===== config.mk =====
export PLATFORM = sky130hd
export DESIGN_NAME = mem_port_arbiter
export DESIGN_NICKNAME = d
export VERILOG_FILES = /design/src/rtl/mem_arb_pkg.sv /design/src/rtl/mem_arb_timer.sv /design/src/rtl/mem_port_arbiter.sv
export SDC_FILE = /design/constraint.sdc
export NUM_CORES = 1
export LEC_CHECK = 0
export BUFFER_PORTS_ARGS = -buffer_cell sky130_fd_sc_hd__buf_2
export CORE_ASPECT_RATIO = 1.1
export CORE_UTILIZATION = 39
export CTS_CLUSTER_DIAMETER = 80
export DETAILED_ROUTE_END_ITERATION = 6
export GPL_TIMING_DRIVEN = 1
export PLACE_DENSITY = 0.75
export SLEW_MARGIN = 20
export SYNTH_ARGS = -nofsm -noshare
export SYNTH_HDL_FRONTEND = slang
export SYNTH_SLANG_ARGS = --single-unit

===== constraint.sdc =====
create_clock -name clk -period 1.7 [get_ports clk]
set_input_delay 0.255 -clock clk [delete_from_list [all_inputs] [get_ports clk]]
set_output_delay 0.255 -clock clk [all_outputs]
set_load 0.1 [all_outputs]

===== src/rtl/mem_arb_pkg.sv =====
// rtl/mem_arb_pkg.sv - shared types and helpers for the memory port arbiter
package mem_arb_pkg;

    typedef enum logic [1:0] {
        IDLE = 2'd0,
        BUSY = 2'd1,
        RESP = 2'd2
    } state_t;

    localparam logic OWNER_CPU = 1'b0;
    localparam logic OWNER_DMA = 1'b1;

    // Bits needed for a counter that must be able to hold max_value.
    function automatic int counter_width(input int max_value);
        return (max_value < 2) ? 1 : $clog2(max_value + 1);
    endfunction

endpackage


===== src/rtl/mem_arb_timer.sv =====
// rtl/mem_arb_timer.sv - loadable up-counter with clear, enable and terminal-count flag
module mem_arb_timer
    import mem_arb_pkg::*;
#(
    parameter int W        = 4,
    parameter int TERMINAL = 1
) (
    input  logic         clk,
    input  logic         reset,
    input  logic         clear,
    input  logic         load,
    input  logic [W-1:0] load_value,
    input  logic         enable,
    output logic         tc
);

    localparam logic [W-1:0] TERM = W'(TERMINAL);

    logic [W-1:0] count;

    // Count register: clear has priority over load, load over increment.
    always_ff @(posedge clk) begin
        if (reset) begin
            count <= '0;
        end else if (clear) begin
            count <= '0;
        end else if (load) begin
            count <= load_value;
        end else if (enable) begin
            count <= count + 1'b1;
        end
    end

    assign tc = (count == TERM);

endmodule


===== src/rtl/mem_port_arbiter.sv =====
// rtl/mem_port_arbiter.sv - CPU/DMA arbiter and sequencer for the unified memory port
module mem_port_arbiter
    import mem_arb_pkg::*;
#(
    parameter int ADDR_W         = 32,
    parameter int DATA_W         = 32,
    parameter int CPU_STREAK_MAX = 4,
    parameter int TIMEOUT        = 15
) (
    input  logic              clk,
    input  logic              reset,

    input  logic              cpu_req,
    input  logic              cpu_we,
    input  logic [ADDR_W-1:0] cpu_addr,
    input  logic [DATA_W-1:0] cpu_wdata,
    output logic [DATA_W-1:0] cpu_rdata,
    output logic              cpu_ack,
    output logic              cpu_err,

    input  logic              dma_req,
    input  logic              dma_we,
    input  logic [ADDR_W-1:0] dma_addr,
    input  logic [DATA_W-1:0] dma_wdata,
    output logic [DATA_W-1:0] dma_rdata,
    output logic              dma_ack,
    output logic              dma_err,

    output logic              mem_en,
    output logic              mem_we,
    output logic [ADDR_W-1:0] mem_addr,
    output logic [DATA_W-1:0] mem_wdata,
    input  logic [DATA_W-1:0] mem_rdata,
    input  logic              mem_ready
);

    localparam int TO_W = counter_width(TIMEOUT);
    localparam int SK_W = counter_width(CPU_STREAK_MAX);

    state_t            state_q;
    state_t            state_d;
    logic              owner_q;
    logic              we_q;
    logic [ADDR_W-1:0] addr_q;
    logic [DATA_W-1:0] wdata_q;
    logic              err_q;
    logic [DATA_W-1:0] cpu_rdata_q;
    logic [DATA_W-1:0] dma_rdata_q;

    logic is_idle;
    logic is_busy;
    logic is_resp;
    logic grant;
    logic dma_wins;
    logic streak_tc;
    logic timeout_tc;

    assign is_idle  = (state_q == IDLE);
    assign is_busy  = (state_q == BUSY);
    assign is_resp  = (state_q == RESP);
    assign grant    = is_idle && (cpu_req || dma_req);
    // CPU is favoured unless it has already taken its quota of grants past a waiting DMA.
    assign dma_wins = dma_req && (!cpu_req || streak_tc);

    // Timeout counter: restarts at each grant, advances once per BUSY cycle.
    // Terminal at TIMEOUT-1 marks the last BUSY cycle allowed.
    mem_arb_timer #(
        .W        (TO_W),
        .TERMINAL (TIMEOUT - 1)
    ) u_timeout (
        .clk        (clk),
        .reset      (reset),
        .clear      (grant),
        .load       (1'b0),
        .load_value ('0),
        .enable     (is_busy),
        .tc         (timeout_tc)
    );

    // Streak counter: counts CPU grants that overtook a pending DMA, saturating at the quota.
    mem_arb_timer #(
        .W        (SK_W),
        .TERMINAL (CPU_STREAK_MAX)
    ) u_streak (
        .clk        (clk),
        .reset      (reset),
        .clear      (grant && dma_wins),
        .load       (1'b0),
        .load_value ('0),
        .enable     (grant && !dma_wins && dma_req && !streak_tc),
        .tc         (streak_tc)
    );

    // State register.
    always_ff @(posedge clk) begin
        if (reset) begin
            state_q <= IDLE;
        end else begin
            state_q <= state_d;
        end
    end

    // Next-state logic: ready beats timeout when both land in the same cycle.
    always_comb begin
        state_d = state_q;
        unique case (state_q)
            IDLE:    if (grant) state_d = BUSY;
            BUSY:    if (mem_ready || timeout_tc) state_d = RESP;
            RESP:    state_d = IDLE;
            default: state_d = IDLE;
        endcase
    end

    // Access latches, error flag and per-requester read data capture.
    always_ff @(posedge clk) begin
        if (reset) begin
            owner_q     <= OWNER_CPU;
            we_q        <= 1'b0;
            addr_q      <= '0;
            wdata_q     <= '0;
            err_q       <= 1'b0;
            cpu_rdata_q <= '0;
            dma_rdata_q <= '0;
        end else begin
            if (grant) begin
                owner_q <= dma_wins ? OWNER_DMA : OWNER_CPU;
                we_q    <= dma_wins ? dma_we    : cpu_we;
                addr_q  <= dma_wins ? dma_addr  : cpu_addr;
                wdata_q <= dma_wins ? dma_wdata : cpu_wdata;
            end
            if (is_busy && mem_ready) begin
                err_q <= 1'b0;
                if (!we_q) begin
                    if (owner_q == OWNER_DMA) begin
                        dma_rdata_q <= mem_rdata;
                    end else begin
                        cpu_rdata_q <= mem_rdata;
                    end
                end
            end else if (is_busy && timeout_tc) begin
                err_q <= 1'b1;
            end
        end
    end

    // Output decode from registered state only.
    always_comb begin
        mem_en    = is_busy;
        mem_we    = is_busy && we_q;
        mem_addr  = addr_q;
        mem_wdata = wdata_q;
        cpu_ack   = is_resp && (owner_q == OWNER_CPU);
        dma_ack   = is_resp && (owner_q == OWNER_DMA);
        cpu_err   = is_resp && (owner_q == OWNER_CPU) && err_q;
        dma_err   = is_resp && (owner_q == OWNER_DMA) && err_q;
        cpu_rdata = cpu_rdata_q;
        dma_rdata = dma_rdata_q;
    end

endmodule

# Word level (Yosys, flattened, before mapping)
# Index checks and enable logic that the tools add are counted.
[word_totals] ramBits=0 mem_count=0 mem_bits_ro=0 elab_cells=53 in_bits=167 register_bits=140 latch_bits=0 out_inout_bits=134
[classes] n_eq_ne=6 n_div=0 n_lt_le_gt_ge=0 n_reduce_logical=26 add_sub_neg=2 mux=7 mul=0 n_bitwise=2 n_shift=0
[ops] op="$mux W32" count=2
[ops] op="$logic_and A1 B1 Y1" count=13
[ops] op="$reduce_and A3 Y1" count=2
[ops] op="$reduce_or A2 Y1" count=3
[ops] op="$add A4 B1 Y4 const B" count=1
[ops] op="$eq A4 B4 Y1 const B" count=1
[ops] op="$mux W2" count=2
[ops] op="$ne A2 B1 Y1 const B" count=2
[ops] op="$pmux W2 S2" count=1
[ops] op="$add A3 B1 Y3 const B" count=1
[ops] op="$eq A3 B3 Y1 const B" count=1
[ops] op="$logic_not A1 Y1" count=3
[ops] op="$logic_or A1 B1 Y1" count=3
[ops] op="$eq A2 B1 Y1 const B" count=1
[ops] op="$eq A2 B2 Y1 const B" count=1
[ops] op="$logic_not A2 Y1" count=1
[ops] op="$mux W1" count=2
[ops] op="$not A1 Y1" count=2
[ops] op="$reduce_and A2 Y1" count=1

# Longest topological paths before layout
# Gate-level depths: netlist (run 1).
[logic_depth] word_depth=7 ltp_mapped=7 mapped_depth_nobuf=5

# By module
# A second synthesis (run 1) with hierarchy kept.
[unflattened] hier_cells=701 area_unflattened_um2=6646.4
[modules_own_cells] module="mem_port_arbiter" cells_each=655 area_each_um2=6229.7 instances=1 seq_area_each_um2=2662.6
[modules_own_cells] module="mem_arb_timer at u_timeout" cells_each=26 area_each_um2=216.5 instances=1 seq_area_each_um2=80.1
[modules_own_cells] module="mem_arb_timer at u_streak" cells_each=20 area_each_um2=200.2 instances=1 seq_area_each_um2=60.1

# Worst setup path after synthesis (run 1)
# Ideal clock, no wire load.
[synth_timing] kind="register to output" from="register state_q[1]" to="output cpu_err" t_arrival_ps=3612 path_slack_ps=-2167 stages_incl_launch_ff=3 cell_sequence="dfxtp_1 nor3b_1 and2_1"
[synth_between] elab_chain_cells=3
[synth_rtl] element="start: declaration" line="mem_port_arbiter.sv:40" source="state_t state_q;"
[synth_rtl] element="start signal: assignment" line="mem_port_arbiter.sv:99" source="state_q <= state_d;"
[synth_rtl] element="$eq A2 B2 Y1" line="mem_port_arbiter.sv:60" source="assign is_resp = (state_q == RESP);"
[synth_rtl] element="$logic_and A1 B1 Y1"
[synth_rtl] element="net cpu_ack" line="mem_port_arbiter.sv:18" source="output logic cpu_ack,"
[synth_rtl] element="$logic_and A1 B1 Y1" line="mem_port_arbiter.sv:154" source="cpu_err = is_resp && (owner_q == OWNER_CPU) && err_q;"
[synth_rtl] element="end: declaration" line="mem_port_arbiter.sv:19" source="output logic cpu_err,"
# The timed path passes the listed nets, and every way through them passes these cells.

# Worst setup path in the final report (run 1)
[layout_timing] from="register state_q[0]" to="output dma_err"
[layout_between] elab_chain_cells=3
[layout_rtl] element="$eq A2 B2 Y1" line="mem_port_arbiter.sv:60"
[layout_rtl] element="$logic_and A1 B1 Y1 (2 in series)" line="mem_port_arbiter.sv:155" source="dma_err = is_resp && (owner_q == OWNER_DMA) && err_q;"
[layout_rtl] element="end: declaration" line="mem_port_arbiter.sv:27" source="output logic dma_err,"
# Every way passes these cells.

==> results of run 1 <==
==> state kept, by name (all words and copies together), names as in the netlist <==
register	count
u_streak.count	3
mem_addr	32
err_q	1
dma_rdata	32
mem_wdata	32
we_q	1
state_q	2
owner_q	1
u_timeout.count	4
cpu_rdata	32
==> power by group through the flow <==
stage / combinational [W] / sequential (W) / clock (W)
3_3_place_gp: 0.00248 / 0.00364 / 0
6_report: 0.00252 / 0.00357 / 0.00374
5_1_grt: 0.00264 / 0.00359 / 0.00396
4_1_cts: 0.00251 / 0.00357 / 0.00382
2_1_floorplan: 0.000644 / 0.00486 / 0
3_5_place_dp: 0.00250 / 0.00364 / 0
==> placed cells by master, fill, tap and decap left out, drive strengths merged, types with 3 or more instances in the layout <==
cell type    n
dfxtp      140
buf        326
clkinv       4
nand2       96
nor2         5
ha           4
nand3       70
nand2b       3
o21ai       66
a31oi       66
inv         11
nor3         3
and2         3
nand4       65
a21oi        3
mux2i       64
clkbuf      19
==> layer usage <==
metal	vias to the layer above	track usage, %	share of wire [%]
li1	3067	-	-
met1	2969	27.5	41
met2	312	37.9	48
met3	33	6.49	8.6
met4	0	10.2	2.2
met5	-	0	0
==> what timing repair did <==
action / 4_1_cts / 5_1_grt
buffers inserted: 2 / 3
gates resized for setup: 4 / 3
setup endpoints to repair: 3 / 51
==> per-stage QoR <==
| stage | worst slack [ns] | utilization (%) | instances | setup TNS (ns) | instance area (um^2) |
|---|---|---|---|---|---|
| after floorplan | -0.277 | - | 689 | -0.277 | 6030 |
| after global placement | 0.166 | 52.3 | 1131 | 0 | 7870 |
| after detailed placement | 0.0985 | 52.3 | 1131 | 0 | 7870 |
| after CTS | 0.00498 | 56.4 | 1165 | 0 | 8490 |
| after global routing | 0.00229 | 56.6 | 1168 | 0 | 8520 |
| final | 0.0571 | 56.6 | 1168 | 0 | 8520 |
==> cells by family after synthesis <==
| family | after synthesis | synth area share, % |
|---|---|---|
| adder cells (fa/ha/maj) | 4 | 0.834 |
| AO/OA/AOI/OAI | 144 | 13.9 |
| XOR/XNOR | 2 | 0.292 |
| multiplexers | 64 | 10.7 |
| AND/OR/NAND/NOR | 255 | 21.6 |
| buffers and inverters | 80 | 5.96 |
| flip-flops | 140 | 46.7 |
==> worst max-delay path by stage <==
| stage | from | end | slack [ns] | cells past startpoint |
|---|---|---|---|---|
| floorplan | state_q[0]$_SDFFE_PP0P_ | cpu_err | -0.28 | 2 |
| detailed placement | u_streak.count[0]$_SDFFE_PP0P_ | mem_addr[26]$_SDFFE_PP0P_ | 0.1 | 6 |
| CTS | owner_q$_SDFFE_PP0P_ | dma_err | 0.005 | 3 |
| global placement | u_streak.count[0]$_SDFFE_PP0P_ | mem_wdata[25]$_SDFFE_PP0P_ | 0.17 | 6 |
| finish | state_q[0]$_SDFFE_PP0P_ | dma_err | 0.06 | 3 |
| global route | state_q[1]$_SDFFE_PP0P_ | cpu_err | 0.002 | 3 |
==> worst max-delay path: cells and delay by family, from the launching register on <==
family / cells / cell delay [ns]
buffers and inverters: 1 / 0.16
flip-flops: 1 / 0.37
AND/OR/NAND/NOR: 2 / 0.43
==> area by class of cell <==
class / instances / area share [%]
inverter: 5 / 0.308
sequential: 140 / 33.0
timing repair buffer: 326 / 22.9
tap: 196 / 2.88
clock buffer: 19 / 5.20
clock inverter: 13 / 1.81
multi-input combinational: 469 / 33.9
==> results.txt, run 1 <==
Reg power frac - 36.3%
global-route wire length before repair - 29200 um
Avg Inst Size Synth - 8.71 um^2
final worst path period need - 1.64 ns
# nets final - 1130
DP HPWL - 12700 um
Max Cap Violations - 0
worst-case clock buffer depth - 2
Max FO, Critical Path - 4
Final Power - 0.00984 W
Clock Latency Late Sink - 0.42 ns
clock-pin slew on the worst setup and hold paths - 0.06 ns
die area - 15900 um^2
Largest stage delay, worst path - 0.37 ns
antenna-violating nets left - 0
flop-to-flop setup slack - 0.06 ns
initial antenna violation count - 0
Tcrit/Tclk final - 96.6%
Worst EP arrival - 1.39 ns
number of global-route vias before repair - 6013
vias per cell - 5.46
P_int - 0.00629 W
Layout area overhead - 42.0%
min-delay src - mem_ready
CTS tree - built
post-route DRC violation count - 0
Ports - 301
worst hold path type - in -> reg
yosys warns - 0
async set or reset register ratio after synthesis - 0%
CTS buffer count - 17
status - finished clean
WL final - 18800 um
Syn Inst Count - 689
Core ar. - 15100 um^2
Max IR drop VDD - 0.671 mV
max_slew headroom - 57.2%
Fillers - 1339
P_sw - 0.00354 W
EDFF count, synth - 0
pwr/cell area - 1150 nW/um^2
Switching Share - 36.0%
Slew @ Worst Pin - 0.642 ns
Final Max Tran Viols - 0
Synth area leaders - dfxtp_1 47%, mux2i_1 11%, a31oi_1 6.9%
Setup Skew - 0.0108 ns
Leak - 3.95 nW
clk sink count - 140
routed vias - 6381
WP data required - 1.44 ns
crit end category - output port
WS Path Type - reg -> out
H-tree depth - 4
logic gate share of total power - 25.7%
Hold Path Stages - 2
total track usage - 22.9%
Fin. Hold Viols - 0
Mapped Area - 6000 um^2
Mapped Nets - 860
synth cell count leaders - 140 x dfxtp_1, 96 x nand2_1, 70 x nand3_1, 66 x a31oi_1, 65 x nand4_1
RSZ-0062 raised after global routing - no
Distinct cells, synth - 41
port bufs - 300
sequential element share of the synthesized area - 46.7%
width of the die - 120 um
area of the multi-input gates - 2890 um^2
largest net degree at the start of global routing - 97
root buffer cell - clkbuf_16
Yosys top cell area share - 46.7%
worst hold endpoint - err_q$_SDFFE_PP0P_
share of cells above drive strength 1 - 38.9%
top_reg_cell synth - dfxtp_1
Hold WS - 0.0911 ns
Yosys reg bits - 140
crit-path cells - and3b_2, and2_4, buf_12
reg-to-reg critical path startpoint - state_q[1]$_SDFFE_PP0P_
Rows - 47
Die Height - 132 um
gp weighted congestion - 0.812
grt total ovfl - 0
critical path's slowest cell - dfxtp_4
Initial Util - 39.9%
final setup vio count - 0
startpoint types - flop
highest achievable clock rate - 609 MHz
FF/Latch Area - 2810 um^2
top-count cell post-synth - dfxtp_1
first drt pass iteration count - 6
Yosys top cell by area - dfxtp_1
reg2reg end - cpu_rdata[17]$_SDFFE_PP0P_
initial DRC count - 301
Clk pwr share - 38.1%
ANT cells - 0
hold_buf cts - 0
worst r2r path cells - 5
post-DR wirelength/cell - 16.1 um
(Power assumes the default switching activity.)
==> inputs of run 2 (changes only) <==
--- a/config.mk
+++ b/config.mk
@@ -11,7 +11,7 @@
 export CTS_CLUSTER_DIAMETER = 80
 export DETAILED_ROUTE_END_ITERATION = 6
 export GPL_TIMING_DRIVEN = 1
-export PLACE_DENSITY = 0.75
+export PLACE_DENSITY_LB_ADDON = 0.1
 export SLEW_MARGIN = 20
 export SYNTH_ARGS = -nofsm -noshare
 export SYNTH_HDL_FRONTEND = slang
==> results.txt, run 2 (synthesis results as in run 1) <==
status - finished clean
width of the die - 120 um
final setup vio count - 0
worst-case clock buffer depth - 2
first drt pass iteration count - 6
RSZ-0062 raised after global routing - no
CTS buffer count - 17
antenna-violating nets left - 0
initial antenna violation count - 1
Tcrit/Tclk final - 96.8%
Slew @ Worst Pin - 0.520 ns
Initial Util - 39.9%
Leak - 3.88 nW
CP Buf/Inv Count - 1
max_slew headroom - 65.6%
crit end category - output port
post-DR wirelength/cell - 16.0 um
clk sink count - 140
routed vias - 6245
CP top delay family - flip-flops
Largest stage delay, worst path - 0.42 ns
Setup TNS - 0 ns
global-route wire length before repair - 29800 um
clock-pin slew on the worst setup and hold paths - 0.06 ns
vias per cell - 5.35
highest achievable clock rate - 608 MHz
flop-to-flop setup slack - 0.16 ns
most common cell after layout, fill and taps aside - buf_2
reg-to-reg critical path startpoint - u_streak.count[0]$_SDFFE_PP0P_
cell count after placement - 1130
port bufs - 300
Crit. path cell count - 3
worst hold path type - in -> reg
final worst path period need - 1.65 ns
Setup crit end - dma_err
H-tree depth - 4
initial DRC count - 378
DP Area - 7820 um^2
root buffer cell - clkbuf_16
Setup Skew - 0.00962 ns
Die Height - 132 um
largest net degree at the start of global routing - 98
WS Path Type - reg -> out
pwr/cell area - 1120 nW/um^2
Layout area overhead - 40.0%
Fillers - 1477
startpoint types - flop
grt total ovfl - 0
crit-path cells - and3b_2, and2_4, buf_12
commonest cells after routing, fill and taps aside - 294 x buf_2, 137 x dfxtp_1, 96 x nand2_1
final core occ - 55.8%
post-route DRC violation count - 0
Worst EP arrival - 1.39 ns
critical path's slowest cell - dfxtp_4
Finished Layout Cells - 1167
die area - 15900 um^2
Fin. Hold Viols - 0
Clock Latency Late Sink - 0.42 ns
Max FO, Critical Path - 7
Max IR drop VDD - 0.645 mV
WP data required - 1.44 ns
DP HPWL - 11900 um
Hold WS - 0.0912 ns
total track usage - 23.3%
hold_buf cts - 0
number of global-route vias before repair - 5817
# nets final - 1128
share of cells above drive strength 1 - 38.8%
Max Cap Violations - 0
CTS tree - built
cell area after layout - 8400 um^2
worst r2r path cells - 6
gp weighted congestion - 0.754
Rows - 47
reg2reg end - mem_wdata[17]$_SDFFE_PP0P_
Final Max Tran Viols - 0
CP startpoint - state_q[0]$_SDFFE_PP0P_
Core ar. - 15100 um^2
WL final - 18700 um
Ports - 301
[run 2: per-layer routing]
layer	vias up	routed length, um	GRT usage, %
li1	3051	-	-
met1	2890	7940	29.5
met2	268	8870	37.0
met3	36	1280	5.62
met4	0	577	11.1
met5	-	0	0
[run 2: per-stage QoR]
step | setup slack (ns) | power, W
finish | 0.0544 | 0.00939
global route | 0.00274 | 0.00974
CTS | 0.00517 | 0.00947
detailed placement | 0.159 | 0.00610
global placement | 0.185 | 0.00610
floorplan | -0.277 | 0.00551
[run 2: area by class of cell]
type / instances / area, um^2 / share of cell area [%]
Timing Repair Buffer: 324 / 1900 / 22.6
Multi-Input combinational cell: 469 / 2890 / 34.3
Clock inverter: 13 / 92.6 / 1.10
Tap cell: 196 / 245 / 2.92
Antenna cell: 1 / 2.50 / 0.0298
Inverter: 5 / 26.3 / 0.313
Sequential cell: 140 / 2810 / 33.5
Clock buffer: 19 / 443 / 5.27
[run 2: worst min path at each step]
stage / cells after the start / to / startpoint / slack [ns]
detailed placement: 2 / cpu_rdata[1]$_SDFFE_PP0P_ / cpu_rdata[1]$_SDFFE_PP0P_ / 0.44
CTS: 2 / err_q$_SDFFE_PP0P_ / mem_ready / 0.07
global route: 2 / err_q$_SDFFE_PP0P_ / mem_ready / 0.1
global placement: 2 / cpu_rdata[17]$_SDFFE_PP0P_ / cpu_rdata[17]$_SDFFE_PP0P_ / 0.44
finish: 2 / err_q$_SDFFE_PP0P_ / mem_ready / 0.09
floorplan: 1 / err_q$_SDFFE_PP0P_ / mem_ready / 0.35
[run 2: what timing repair did]
item                       in CTS  in global routing
gates cloned                    0                  0
setup endpoints to repair       4                  1
resized for setup               6                  1
setup buffers                   0                  4
[run 2: power breakdown]
| part | switching, W | leakage [nW] | internal [W] |
|---|---|---|---|
| Clock | 0.00145 | 0.240 | 0.00190 |
| Combinational | 0.00192 | 2.49 | 0.000559 |
| Sequential | 0.000101 | 1.14 | 0.00347 |
[run 2: worst register-to-register path: cells and delay by family (launching register included)]
kind / cells / cell delay [ns]
flip-flops: 1 / 0.32
buffers and inverters: 2 / 0.36
AND/OR/NAND/NOR: 2 / 0.43
adder cells (fa/ha/maj): 1 / 0.21
AO/OA/AOI/OAI: 1 / 0.08
